<file path="src/rtl/snax_mac_job_sequencer.sv">
`timescale 1ns/1ps
// Job sequencer for a SNAX MAC engine: programs config registers over the peripheral
// bus, triggers the engine, times it until its event, polls status, then reports cycles.
module snax_mac_job_sequencer #(
    parameter int unsigned NumCfgRegs = 4,
    parameter int unsigned IdWidth    = 5,
    parameter logic [31:0] CfgBase    = 32'h40
) (
    input  logic                       clk_i,
    input  logic                       rst_ni,

    input  logic                       job_valid_i,
    output logic                       job_ready_o,
    input  logic [32*NumCfgRegs-1:0]   job_cfg_i,

    output logic                       resp_valid_o,
    input  logic                       resp_ready_i,
    output logic [31:0]                resp_cycles_o,

    output logic                       periph_req_o,
    input  logic                       periph_gnt_i,
    output logic [31:0]                periph_add_o,
    output logic                       periph_wen_o,
    output logic [3:0]                 periph_be_o,
    output logic [31:0]                periph_data_o,
    output logic [IdWidth-1:0]         periph_id_o,

    input  logic [31:0]                periph_r_data_i,
    input  logic                       periph_r_valid_i,
    input  logic [IdWidth-1:0]         periph_r_id_i,

    input  logic                       evt_i
);

    localparam int unsigned     IdxW    = (NumCfgRegs > 1) ? $clog2(NumCfgRegs) : 1;
    localparam logic [IdxW-1:0] LastIdx = IdxW'(NumCfgRegs - 1);

    localparam logic [31:0] TrigAddr   = 32'h00;
    localparam logic [31:0] StatusAddr = 32'h0C;

    typedef enum logic [2:0] {
        StIdle,
        StCfg,
        StTrig,
        StWaitEvt,
        StPollReq,
        StPollRsp,
        StResp
    } state_e;

    state_e                   r_state;
    state_e                   w_state_d;
    logic [32*NumCfgRegs-1:0] r_cfg;
    logic [IdxW-1:0]          r_idx;
    logic [31:0]              r_cnt;
    logic [IdWidth-1:0]       r_tag;
    logic [IdWidth-1:0]       r_rd_tag;
    logic                     w_gnt;
    logic                     w_rsp_hit;

    assign w_gnt         = periph_req_o & periph_gnt_i;
    assign w_rsp_hit     = periph_r_valid_i && (periph_r_id_i == r_rd_tag);
    assign resp_cycles_o = r_cnt;

    always_comb begin
        w_state_d     = r_state;
        job_ready_o   = 1'b0;
        resp_valid_o  = 1'b0;
        periph_req_o  = 1'b0;
        periph_wen_o  = 1'b1;
        periph_be_o   = 4'h0;
        periph_add_o  = 32'h0;
        periph_data_o = 32'h0;
        periph_id_o   = '0;
        unique case (r_state)
            StIdle: begin
                job_ready_o = 1'b1;
                if (job_valid_i) w_state_d = StCfg;
            end
            StCfg: begin
                // Fields come straight from registers, so they hold while the grant is withheld.
                periph_req_o  = 1'b1;
                periph_wen_o  = 1'b0;
                periph_be_o   = 4'hF;
                periph_add_o  = CfgBase + (32'(r_idx) << 2);
                periph_data_o = r_cfg[32*int'(r_idx) +: 32];
                periph_id_o   = r_tag;
                if (periph_gnt_i && (r_idx == LastIdx)) w_state_d = StTrig;
            end
            StTrig: begin
                periph_req_o  = 1'b1;
                periph_wen_o  = 1'b0;
                periph_be_o   = 4'hF;
                periph_add_o  = TrigAddr;
                periph_id_o   = r_tag;
                if (periph_gnt_i) w_state_d = StWaitEvt;
            end
            StWaitEvt: begin
                if (evt_i) w_state_d = StPollReq;
            end
            StPollReq: begin
                periph_req_o = 1'b1;
                periph_be_o  = 4'hF;
                periph_add_o = StatusAddr;
                periph_id_o  = r_tag;
                if (periph_gnt_i) w_state_d = StPollRsp;
            end
            StPollRsp: begin
                if (w_rsp_hit) begin
                    w_state_d = (periph_r_data_i == 32'h0) ? StResp : StPollReq;
                end
            end
            StResp: begin
                resp_valid_o = 1'b1;
                if (resp_ready_i) w_state_d = StIdle;
            end
            default: w_state_d = StIdle;
        endcase
    end

    always_ff @(posedge clk_i or negedge rst_ni) begin
        if (!rst_ni) begin
            r_state  <= StIdle;
            r_cfg    <= '0;
            r_idx    <= '0;
            r_cnt    <= 32'h0;
            r_tag    <= '0;
            r_rd_tag <= '0;
        end else begin
            r_state <= w_state_d;

            if (r_state == StIdle && job_valid_i) begin
                r_cfg <= job_cfg_i;
                r_idx <= '0;
            end else if (r_state == StCfg && periph_gnt_i) begin
                r_idx <= r_idx + IdxW'(1);
            end

            if (w_gnt) r_tag <= r_tag + IdWidth'(1);

            if (r_state == StPollReq && periph_gnt_i) r_rd_tag <= r_tag;

            // The event cycle itself is not counted; the count saturates rather than wraps.
            if (r_state == StTrig && periph_gnt_i) begin
                r_cnt <= 32'h0;
            end else if (r_state == StWaitEvt && !evt_i && r_cnt != 32'hFFFF_FFFF) begin
                r_cnt <= r_cnt + 32'd1;
            end
        end
    end

endmodule
</file>
<file path="config.mk">
export PLATFORM = sky130hd
export DESIGN_NAME = snax_mac_job_sequencer
export DESIGN_NICKNAME = d
export VERILOG_FILES = /design/src/rtl/snax_mac_job_sequencer.sv
export SDC_FILE = /design/constraint.sdc
export NUM_CORES = 1
export LEC_CHECK = 0
export CAP_MARGIN = 30
export CORE_ASPECT_RATIO = 1.25
export CORE_MARGIN = 2
export CORE_UTILIZATION = 47
export DETAILED_ROUTE_END_ITERATION = 16
export HOLD_SLACK_MARGIN = 0.12
export PLACE_DENSITY_LB_ADDON = 0.25
export SLEW_MARGIN = 20
export SYNTH_ARGS = -nofsm -noshare
export SYNTH_HDL_FRONTEND = slang
export SYNTH_SLANG_ARGS = --single-unit
</file>
<file path="constraint.sdc">
create_clock -name clk_i -period 2.3 [get_ports clk_i]
set_input_delay 0.345 -clock clk_i [delete_from_list [all_inputs] [get_ports clk_i]]
set_output_delay 0.345 -clock clk_i [all_outputs]
set_load 0.005 [all_outputs]
</file>
==> results.json <==
{
  "status": "complete, but fails checks",
  "violations": "setup timing",
  "worstSetupPathType": "flop to output port",
  "yosys.area.top_type": "dfrtp_1",
  "synth_cell_types": 50,
  "remaining_drc_errors": 0,
  "dr.pass1.iters": 4,
  "drt_iter0_markers": 244,
  "ant_nets": 0,
  "rsz0062_at_grt": "true",
  "grt_pass1_vias": 7005,
  "final-setup-viol-count": 6,
  "cts_htree_levels": 4,
  "clk_latency_ps": 430,
  "worst-path-max-fanout": 4,
  "cts.sinks": 175,
  "final_hold_viol_count": 0,
  "fin_ws_ps": -13.6,
  "ys_seq_area_frac": 0.501,
  "relSlewSlack": 0.641,
  "grt_max_degree": 54,
  "power.leakage_nw": 5.36,
  "avgSynthCellArea_sq_um": 12.7,
  "ys_ff_latch": 175,
  "io-pin-count": 281,
  "synth-edff-count": 0,
  "cts_tree": "built",
  "fin_cells": 1228,
  "max_freq_ghz": 0.432,
  "netlist_instances": 686,
  "clkTransAtPathRegs_ps": 70,
  "vias": 6675,
  "fin_crit_ps": 2310,
  "yosys.area.top_type_share": 0.501,
  "rows": 55,
  "cts-buffers-inserted": 17,
  "final_net_count": 1162,
  "cts.path.max_buffers": 2,
  "grt_pass1_wl_um": 36600,
  "tns_ps": -40.1,
  "pre_cts_slack_ps": -50.8,
  "layout-drive-gt1-share": 0.358,
  "gr-total-overflow": 0,
  "die_width_um": 126,
  "cp-start-kind": "flop",
  "routedWlPerCell_um": 18.8,
  "wirelength_um": 23100,
  "grt_usage": 0.238,
  "die_y_um": 156,
  "total_power_mw": 14.7,
  "start_util": 0.481,
  "fillCellCount": 1379,
  "die_area_sq_um": 19700,
  "cp.arrival_ps": 1970,
  "layout_commonest_cell": "clkdlybuf4s50_1",
  "dp_cells": 1167,
  "fin_worst_skew_ps": 9.64,
  "power_density_nw_per_um2": 1160,
  "antenna_found_initial": 1,
  "timing.hold.ws_ps": 413,
  "numPortBuffers": 251,
  "area_delta_synth_final_pct": 45.4,
  "gp_congestion": 0.834,
  "peakVddDrop_v": 0.000699,
  "final_cell_mix": "clkdlybuf4s50_1, dfrtp_1, mux2_2, buf_4, mux4_2",
  "cp-end-kind": "output port",
  "clockRootBuffer": "clkbuf_16",
  "vias_per_cell": 5.44,
  "yosysWarnings": 0,
  "synthTopCellsByArea": "dfrtp_1, mux2_2, mux4_2",
  "core_area_sq_um": 18200,
  "period_share": 1.01,
  "synth_area_sq_um": 8740,
  "min-delay-path-class": "primary input to async pin",
  "required_ps": 1960,
  "slew_viol_final": 0,
  "dp_hpwl_um": 16500,
  "ys.flop_type": "dfrtp_1",
  "postSynth.asyncResetShare": 1.00,
  "tightest_slew_ps": 539,
  "maxCapViolCount": 0
}
path summary, 6_finish.rpt:
kind / startpoint / endpoint / slack [ps] / depth (start not counted)
min in group clk_i: r_tag[4] / r_tag[4] / 490 / 1
max: r_idx[0] / periph_data_o[11] / -10 / 6
min: rst_ni / resp_cycles_o[30] / 410 / 2
max reg2reg: resp_cycles_o[0] / resp_cycles_o[9] / 100 / 8
min reg2reg: r_tag[4] / r_tag[4] / 490 / 1
max in group asynchronous: rst_ni / r_cfg[8] / 1120 / 3
registers in the layout, indices dropped and copies added (netlist names):
register	flops
r_idx	2
resp_cycles_o	32
r_cfg	128
r_rd_tag	5
r_tag	5
r_state	3
worst max-delay path, cell delays in order (launching register included):
cell     delay (ps)
dfrtp_2         400
buf_12          140
buf_12          120
buf_6           100
mux4_2          480
and3_4          190
buf_6           110
power by group:
part / switching (mW) / total, mW / internal [mW]
clock network: 1.27 / 2.89 / 1.62
registers: 0.740 / 5.15 / 4.41
logic: 2.37 / 6.63 / 4.26
what timing repair did:
item / CTS / global route
hold buffers: 1 / 0
endpoints found under the setup margin: 46 / 45
setup buffers: 21 / 6
cloned: 4 / 0
pin swaps: 27 / 2
gates resized for setup: 168 / 43
endpoints found under the hold margin: 47 / 0
synthesized netlist by cell type (2+ instances only):
| master | count |
|---|---|
| nor4_1 | 12 |
| mux2_2 | 135 |
| and2_1 | 8 |
| o21ai_0 | 13 |
| nor3_1 | 3 |
| ha_1 | 3 |
| dfrtp_1 | 175 |
| inv_1 | 9 |
| o31ai_1 | 8 |
| nor2_1 | 22 |
| nand3_1 | 17 |
| a311oi_1 | 2 |
| buf_1 | 4 |
| or3_1 | 11 |
| a31oi_1 | 4 |
| mux2i_1 | 5 |
| nand4_1 | 12 |
| xnor2_1 | 10 |
| nor2b_1 | 2 |
| xor2_1 | 7 |
| a21o_1 | 3 |
| buf_4 | 33 |
| and4_1 | 4 |
| clkbuf_1 | 21 |
| mux4_2 | 32 |
| o31a_1 | 2 |
| nand2_1 | 18 |
| and3_1 | 39 |
| nand2b_1 | 6 |
| or4_1 | 7 |
| buf_2 | 16 |
| a21oi_1 | 25 |
layer usage:
metal  up-vias  wire, um  GRT usage
met5         -         0          0
met4         0       597     0.0848
met3        44      1420     0.0612
met2       248     11900      0.412
met1      3292      9190      0.289
li1       3091         -          -
final cells by class:
class                      instances  area, sq um  share of cell area
tap                              228          285              0.0225
clock inverter                    14          158              0.0124
antenna                            1         2.50            0.000197
inverter                           9         33.8             0.00266
timing repair buffer             329         3260               0.256
sequential                       175         4380               0.345
clock buffer                      17          425              0.0335
multi-input combinational        455         4150               0.327
per-stage QoR:
step | util | area, sq um
after CTS | 0.700 | 12700
after global placement | 0.645 | 11700
after detailed placement | 0.645 | 11700
after global routing | 0.699 | 12700
final | 0.699 | 12700
after floorplan | - | 8840
cells by family (layout without fill, tap and decap cells):
logic type,count (synthesis),count (layout),share of synthesized area
flip-flops,175,175,0.501
multiplexers,172,172,0.262
AND/OR/NAND/NOR,170,170,0.116
buffers and inverters,84,369,0.0527
AO/OA/AOI/OAI,64,64,0.0455
XOR/XNOR,17,17,0.0170
adder cells (fa/ha/maj),3,3,0.00430
other,1,30,0.000429
Power figures use the tool's default switching activity.
